File: src/rtl/memory_stage.sv
// Memory stage: issues loads/stores over a valid/ready channel, aligns load data, emits a one-cycle writeback pulse.
// Optional build macro MEMORY_MISALIGN_CHECK_EN adds misaligned-access trapping and the memory_misalign_v port.
module memory_stage #(
  parameter int WORD_W = 32,
  parameter int REG_W  = 5
) (
  input  logic              clk,
  input  logic              rst,
  input  logic              execute_memory_v,
  output logic              memory_execute_ready,
  input  logic              execute_memory_load,
  input  logic              execute_memory_store,
  input  logic [2:0]        execute_memory_funct3,
  input  logic [WORD_W-1:0] execute_memory_result,
  input  logic [WORD_W-1:0] execute_memory_store_data,
  input  logic [REG_W-1:0]  execute_memory_rd,
  input  logic              execute_memory_rd_w_v,
  output logic              dmem_req_v,
  input  logic              dmem_req_ready,
  output logic              dmem_req_we,
  output logic [WORD_W-1:0] dmem_req_addr,
  output logic [WORD_W-1:0] dmem_req_wdata,
  output logic [3:0]        dmem_req_wmask,
  input  logic              dmem_resp_v,
  input  logic [WORD_W-1:0] dmem_resp_data,
`ifdef MEMORY_MISALIGN_CHECK_EN
  output logic              memory_misalign_v,
`endif
  output logic              memory_writeback_v,
  output logic              memory_writeback_rd_w_v,
  output logic [REG_W-1:0]  memory_writeback_rd,
  output logic [WORD_W-1:0] memory_writeback_rd_data
);

  typedef enum logic [1:0] {IDLE, REQ, RESP} state_t;

  state_t             state;
  logic [2:0]         funct3_p1;
  logic [1:0]         off_p1;
  logic [REG_W-1:0]   rd_p1;
  logic               rd_w_v_p1;

  logic               is_mem;
  logic [1:0]         off_in;
  logic               rd_w_v_in;

  function automatic logic [WORD_W-1:0] load_extract(input logic [2:0] f3, input logic [1:0] off,
                                                      input logic [WORD_W-1:0] w);
    logic signed [7:0]  b;
    logic signed [15:0] h;
    case (off)
      2'd0:    b = w[7:0];
      2'd1:    b = w[15:8];
      2'd2:    b = w[23:16];
      default: b = w[31:24];
    endcase
    h = off[1] ? w[31:16] : w[15:0];
    case (f3)
      3'b000:  return {{(WORD_W-8){b[7]}}, b};
      3'b100:  return {{(WORD_W-8){1'b0}}, b};
      3'b001:  return {{(WORD_W-16){h[15]}}, h};
      3'b101:  return {{(WORD_W-16){1'b0}}, h};
      default: return w;
    endcase
  endfunction

  function automatic logic [WORD_W-1:0] store_wdata(input logic [2:0] f3, input logic [WORD_W-1:0] d);
    case (f3)
      3'b000:  return {4{d[7:0]}};
      3'b001:  return {2{d[15:0]}};
      default: return d;
    endcase
  endfunction

  function automatic logic [3:0] store_wmask(input logic [2:0] f3, input logic [1:0] off);
    case (f3)
      3'b000:  return 4'b0001 << off;
      3'b001:  return off[1] ? 4'b1100 : 4'b0011;
      default: return 4'b1111;
    endcase
  endfunction

`ifdef MEMORY_MISALIGN_CHECK_EN
  // Halfwords need an even offset; word-sized (and wider encodings) need full alignment.
  function automatic logic misaligned(input logic [2:0] f3, input logic [1:0] off);
    if (f3[1])      return off != 2'd0;
    else if (f3[0]) return off[0];
    else            return 1'b0;
  endfunction
`endif

  assign is_mem               = execute_memory_load | execute_memory_store;
  assign off_in               = execute_memory_result[1:0];
  assign rd_w_v_in            = execute_memory_rd_w_v && (execute_memory_rd != '0);
  assign memory_execute_ready = (state == IDLE);

  always_ff @(posedge clk or posedge rst) begin
    if (rst) begin
      state                    <= IDLE;
      funct3_p1                <= '0;
      off_p1                   <= '0;
      rd_p1                    <= '0;
      rd_w_v_p1                <= 1'b0;
      dmem_req_v               <= 1'b0;
      dmem_req_we              <= 1'b0;
      dmem_req_addr            <= '0;
      dmem_req_wdata           <= '0;
      dmem_req_wmask           <= '0;
      memory_writeback_v       <= 1'b0;
      memory_writeback_rd_w_v  <= 1'b0;
      memory_writeback_rd      <= '0;
      memory_writeback_rd_data <= '0;
`ifdef MEMORY_MISALIGN_CHECK_EN
      memory_misalign_v        <= 1'b0;
`endif
    end else begin
      memory_writeback_v <= 1'b0;
`ifdef MEMORY_MISALIGN_CHECK_EN
      memory_misalign_v  <= 1'b0;
`endif
      case (state)
        IDLE: begin
          if (execute_memory_v) begin
            if (!is_mem) begin
              memory_writeback_v       <= 1'b1;
              memory_writeback_rd_w_v  <= rd_w_v_in;
              memory_writeback_rd      <= execute_memory_rd;
              memory_writeback_rd_data <= execute_memory_result;
`ifdef MEMORY_MISALIGN_CHECK_EN
            end else if (misaligned(execute_memory_funct3, off_in)) begin
              memory_writeback_v       <= 1'b1;
              memory_writeback_rd_w_v  <= 1'b0;
              memory_writeback_rd      <= execute_memory_rd;
              memory_writeback_rd_data <= '0;
              memory_misalign_v        <= 1'b1;
`endif
            end else begin
              // Store wins when both load and store are flagged.
              funct3_p1      <= execute_memory_funct3;
              off_p1         <= off_in;
              rd_p1          <= execute_memory_rd;
              rd_w_v_p1      <= rd_w_v_in && !execute_memory_store;
              dmem_req_v     <= 1'b1;
              dmem_req_we    <= execute_memory_store;
              dmem_req_addr  <= {execute_memory_result[WORD_W-1:2], 2'b00};
              dmem_req_wdata <= store_wdata(execute_memory_funct3, execute_memory_store_data);
              dmem_req_wmask <= execute_memory_store ?
                                store_wmask(execute_memory_funct3, off_in) : 4'b0000;
              state          <= REQ;
            end
          end
        end
        REQ: begin
          if (dmem_req_ready) begin
            dmem_req_v <= 1'b0;
            if (dmem_req_we) begin
              memory_writeback_v       <= 1'b1;
              memory_writeback_rd_w_v  <= 1'b0;
              memory_writeback_rd      <= rd_p1;
              memory_writeback_rd_data <= '0;
              state                    <= IDLE;
            end else begin
              state <= RESP;
            end
          end
        end
        RESP: begin
          if (dmem_resp_v) begin
            memory_writeback_v       <= 1'b1;
            memory_writeback_rd_w_v  <= rd_w_v_p1;
            memory_writeback_rd      <= rd_p1;
            memory_writeback_rd_data <= load_extract(funct3_p1, off_p1, dmem_resp_data);
            state                    <= IDLE;
          end
        end
        default: state <= IDLE;
      endcase
    end
  end

endmodule

File: config.mk
export PLATFORM = sky130hd
export DESIGN_NAME = memory_stage
export DESIGN_NICKNAME = d
export VERILOG_FILES = /design/src/rtl/memory_stage.sv
export SDC_FILE = /design/constraint.sdc
export NUM_CORES = 1
export LEC_CHECK = 0
export ABC_AREA = 1
export BUFFER_PORTS_ARGS = -buffer_cell sky130_fd_sc_hd__buf_2
export CAP_MARGIN = 10
export CORE_ASPECT_RATIO = 1.75
export CORE_MARGIN = 1.5
export CORE_UTILIZATION = 50
export DETAILED_ROUTE_END_ITERATION = 12
export PLACE_DENSITY = 0.81
export SLEW_MARGIN = 30
export SYNTH_ARGS = -nofsm -noshare
export SYNTH_HDL_FRONTEND = slang
export SYNTH_SLANG_ARGS = --single-unit
File: constraint.sdc
create_clock -name clk -period 4.3 [get_ports clk]
set_input_delay 0.86 -clock clk [delete_from_list [all_inputs] [get_ports clk]]
set_output_delay 0.86 -clock clk [all_outputs]
set_load 0.05 [all_outputs]
# --- Word level (Yosys, flattened, before mapping) ---
# Index checks and enable logic that the tools add are counted.
# Widths: inputs -> output; s select.
word_totals:
  wordCells: 85
  out_inout_bits: 110
  inputBits: 112
  regBits: 120
op_classes:
  bitwise_logic: 1
  muxes: 41
  n_reduce_logical: 14
  eq_ne: 14
  n_shift: 1
ops:
  columns: ["operator", "n"]
  rows:
  - ["$mux 32", 5]
  - ["$pmux 32 s4", 1]
  - ["$pmux 32 s3", 1]
  - ["$pmux 32 s2", 1]
  - ["$mux 5", 5]
  - ["$pmux 8 s3", 1]
  - ["$mux 16", 1]
  - ["$pmux 5 s3", 1]
  - ["$mux 1", 13]
  - ["$mux 2", 5]
  - ["$ne 2x2->1 const B", 5]
  - ["$mux 4", 2]
  - ["$pmux 4 s2", 1]
  - ["$reduce_and 4->1", 2]
  - ["$eq 3x1->1 const B", 2]
  - ["$eq 3x3->1 const B", 2]
  - ["$logic_not 3->1", 2]
  - ["$pmux 1 s3", 2]
  - ["$pmux 2 s3", 1]
  - ["$reduce_and 6->1", 1]
  - ["$reduce_bool 5->1", 1]
  - ["$eq 2x1->1 const B", 2]
  - ["$eq 2x2->1 const B", 2]
  - ["$logic_not 2->1", 2]
  - ["other kinds (9)", 10]

# --- Longest topological paths before layout ---
logic_depth:
  ltp_word: 5
  ltp_mapped: 10
  mapped_depth_nobuf: 9

# --- Worst setup path after synthesis ---
# OpenSTA, ideal clock, no wires.
synth_timing:
  kind: "register -> register"
  start: "register state[0]"
  end: "register dmem_req_addr[2]"
  period_less_slack_ns: 1.975
  setup_slack_ns: 2.325
  setup_ns: 0.130
  arrival_ns: 1.845
  path_stages_with_launch: 10
  path_cell_list: "dfrtp_1 > inv_1 > ha_1 > nand2_1 > nor2_2 > inv_2 > buf_2 > buf_2 > nand2_1 > o21ai_0"
synth_via:
  elab_chain_cells: 2
synth_lines:
  columns: ["element", "line", "rtl"]
  rows:
  - ["from (decl)", "37", "state_t state;"]
  - ["from (signal assigned)", "99", "state <= IDLE;"]
  - ["from (signal assigned)", "149", "state <= REQ;"]
  - ["from (signal assigned)", "161", "state <= IDLE;"]
  - ["$logic_not 2->1", null, null]
  - ["net memory_execute_ready", "10", "output logic memory_execute_ready,"]
  - ["$reduce_and 3->1 (no source line)", null, null]
  - ["to (signal assigned)", "145", "dmem_req_addr <= {execute_memory_result[WORD_W-1:2], 2'b00};"]
  - ["to (decl)", "21", "output logic [WORD_W-1:0] dmem_req_addr,"]
# The timed path passes the listed nets, and every way through them passes these cells.
# A chain may end at the register's enable or synchronous reset.

# --- Worst setup path in the final report ---
layout_timing:
  start: "register funct3_p1[1]"
  end: "register memory_writeback_rd_data[2]"
layout_via:
  elab_chain_cells: 4
layout_lines:
  columns: ["element", "line", "rtl"]
  rows:
  - ["from (decl)", "38", "logic [2:0] funct3_p1;"]
  - ["from (signal assigned)", "139", "funct3_p1 <= execute_memory_funct3;"]
  - ["$eq 3x3->1 (tied with other cells)", "58", "case (f3)"]
  - ["$pmux 32 s4 (*)", "58", null]
  - ["$mux 32 (*)", "168", "if (dmem_resp_v) begin"]
  - ["$pmux 32 s3 (*)", "121", "case (state)"]
  - ["to (signal assigned)", "128", "memory_writeback_rd_data <= execute_memory_result;"]
  - ["to (signal assigned)", "172", "memory_writeback_rd_data <= load_extract(funct3_p1, off_p1, dmem_resp_data);"]
  - ["to (decl)", "32", "output logic [WORD_W-1:0] memory_writeback_rd_data"]
# Mark *: on every way between the ends. The rest lies on a longest branch, timed or not. The select of a mux whose other input is x is not followed.

==> impl_metrics.yaml <==
routing:
  drtPass1Iterations: 5
  route.final.wire_length_mm: 17.2
  detail_route.drc_violations: 0
  routed-via-count: 5973
  drt_iter0_markers: 298
  drt.antenna.violating_nets: 0
  wl_per_cell_um: 14.8
  avgViaCountPerCell: 5.13
job:
  cap_violations: 0
clocking:
  post_cts_resized: 0
  tritoncts: "built"
  post_cts_buffers: 0
  htreeDepth: 4
  cts_buffers: 17
  worst_path_clk_slew_ns: 0.06
  hold_buffers: 0
  cts_root_buffer: "clkbuf_16"
  worstSkewPairLatency_ns: 0.41
  clock_tree.buffer_depth: 2
  numClockSinks: 120
global_routing:
  antenna_found_initial: 2
  largest_net_degree_at_the_start_of_global_routing: 67
  global_route.overflow_total: 0
  first_global_vias: 5709
  groute.usage.overall_pct: 27.5
  global_route_wire_length_before_repair_mm: 27.4
setup_path:
  setup.worst_path.start_class: "flop"
  timing.setup.critical_path_class: "flop to flop"
  required_ns: 4.60
  regToRegStartpoint: "funct3_p1[1]"
  endpoint_kind: "flop"
  cp_data_arrival_time_ns: 2.71
  crit_start: "funct3_p1[1]"
  crit_fanout: 34
synth:
  syn_inst: 812
  syn_avg_cell_area_um2: 7.51
  ys_seq_elements: 120
  synth_warn: 0
  synth.distinct_cells: 29
  seq_area_frac_synth_pct: 49.3
  syn_area_um2: 6090
floorplanning:
  ioPinCount: 222
  floorplan_core_area_um2: 11900
  die_w_um: 86.5
  initial_cell_density_of_the_core_pct: 51.1
  fp-row-count: 53
  design.die.area_um2: 12900
  dieHeight_um: 149
timing:
  post-route-period-util_pct: 56.1
  finalWorstPathRequiredPeriod_ns: 2.41
  final.setup.tns_ns: 0
  timing.fmax_ghz: 0.415
  count_of_endpoints_failing_hold_in_the_final_timing_report: 0
  timing.max_slew.rel_slack_pct: 38.4
  max_slew.worst_pin.slew_ns: 0.921
  timing.clock.skew_ns: 0.00654
  setup_viol: 0
  grt_setup_unrepaired: "false"
  final-max-slew-violation-count: 0
outcome:
  run_status: "finished, final reports clean"
cells_and_area:
  final_nets: 1130
  areaGrowthSynthToFinish_pct: 27.8
  nFillCells: 1091
  final_layout_size_suffix_gt1_share_pct: 28.0
min_path:
  hold_path.startpoint: "memory_writeback_rd[0]"
  holdCritPathClass: "flop to flop"
placed_design:
  placement.io_buffers: 219
  post-dp-hpwl_mm: 12.5
  finalWeightedCongestion: 0.965
## cell usage in the layout (no fill, tap or decap), drive strengths merged, types with 4 or more instances in the layout
cell,n
nand2,226
buf,223
nor2,160
dfrtp,120
o21ai,87
inv,76
a21oi,57
nand3,25
clkbuf,22
o211ai,5
o22a,5
clkinv,5
ha,4
## per-stage QoR
step	setup WS (ns)	instance area [um^2]	std cells	hold WS, ns	utilization [%]
floorplan	0.254	6100	813	0.452	-
global placement	1.72	7200	1132	0.455	60.3
detailed placement	1.66	7200	1132	0.457	60.3
CTS	1.93	7780	1163	0.476	65.2
global route	1.66	7790	1165	0.492	65.2
finish	1.89	7790	1165	0.475	65.2
## synthesized netlist by cell type
library cell | n | area, um^2
a21oi_1 | 36 | 180
a21oi_2 | 21 | 184
a31oi_1 | 1 | 6.26
buf_1 | 1 | 3.75
buf_2 | 16 | 80.1
buf_4 | 7 | 52.6
buf_6 | 1 | 11.3
clkbuf_1 | 16 | 60.1
conb_1 | 1 | 3.75
dfrtp_1 | 120 | 3000
ha_1 | 4 | 50.1
inv_1 | 72 | 270
inv_2 | 4 | 15.0
inv_4 | 1 | 6.26
nand2_1 | 224 | 841
nand2_4 | 2 | 22.5
nand3_1 | 23 | 115
nand3_2 | 1 | 10.0
nand3_4 | 1 | 17.5
nand4_1 | 1 | 6.26
nor2_1 | 154 | 578
nor2_2 | 4 | 25.0
nor2_4 | 2 | 22.5
o211ai_1 | 5 | 37.5
o21ai_0 | 78 | 390
o21ai_1 | 9 | 45.0
o22a_1 | 5 | 43.8
o22ai_1 | 1 | 6.26
o31ai_1 | 1 | 7.51
## state kept, by name, indices dropped and copies added, names as in the netlist
signal / count
dmem_req_addr: 30
dmem_req_v: 1
dmem_req_wdata: 32
dmem_req_we: 1
dmem_req_wmask: 4
funct3_p1: 3
memory_writeback_rd: 5
memory_writeback_rd_data: 32
memory_writeback_rd_w_v: 1
memory_writeback_v: 1
off_p1: 2
rd_p1: 5
rd_w_v_p1: 1
state: 2
## critical path, cell delays in order, from the launching register on
cell and delay, ns:
dfrtp_1 0.57, clkinv_1 0.77, nand2_1 0.55, nand2_1 0.08
nand3_1 0.12, nand2_1 0.08, nand2_1 0.09, nand2_1 0.05
## routing by layer
layer	part of all wire (%)	global-route usage [%]	up-vias
met2	53	49.7	220
met5	0	0	-
met4	2.7	11.9	0
met3	6.0	6.14	39
met1	38	30.4	2765
li1	-	-	2949
## kinds of logic after synthesis
logic type               Yosys count  synth area share [%]
AND/OR/NAND/NOR                  412                  26.9
flip-flops                       120                  49.3
AO/OA/AOI/OAI                    157                  14.8
buffers and inverters            118                  8.19
other                              1                0.0615
adder cells (fa/ha/maj)            4                 0.821
## final cells by class
cell class | instances | area (um^2) | share of cell area, %
Sequential cell | 120 | 3000 | 38.6
Multi-Input combinational cell | 575 | 2600 | 33.3
Clock inverter | 9 | 125 | 1.61
Timing Repair Buffer | 223 | 1140 | 14.6
Tap cell | 137 | 171 | 2.20
Antenna cell | 2 | 5.00 | 0.0643
Inverter | 77 | 294 | 3.78
Clock buffer | 22 | 454 | 5.83
## worst paths after layout
| kind | end | slack [ns] | cells after the start |
|---|---|---|---|
| max | memory_writeback_rd_data[2] | 1.89 | 7 |
| min | memory_writeback_rd[0] | 0.47 | 2 |
| max in group asynchronous | memory_writeback_rd_data[7] | 2.88 | 3 |
| max reg2reg | memory_writeback_rd_data[2] | 1.89 | 7 |
| min in group asynchronous | dmem_req_wdata[25] | 0.62 | 2 |
| min reg2reg | memory_writeback_rd[0] | 0.47 | 2 |
Power is left out: the tool's default activity adds up to more than one toggle a clock period on the data nets, which glitch-free logic cannot reach.
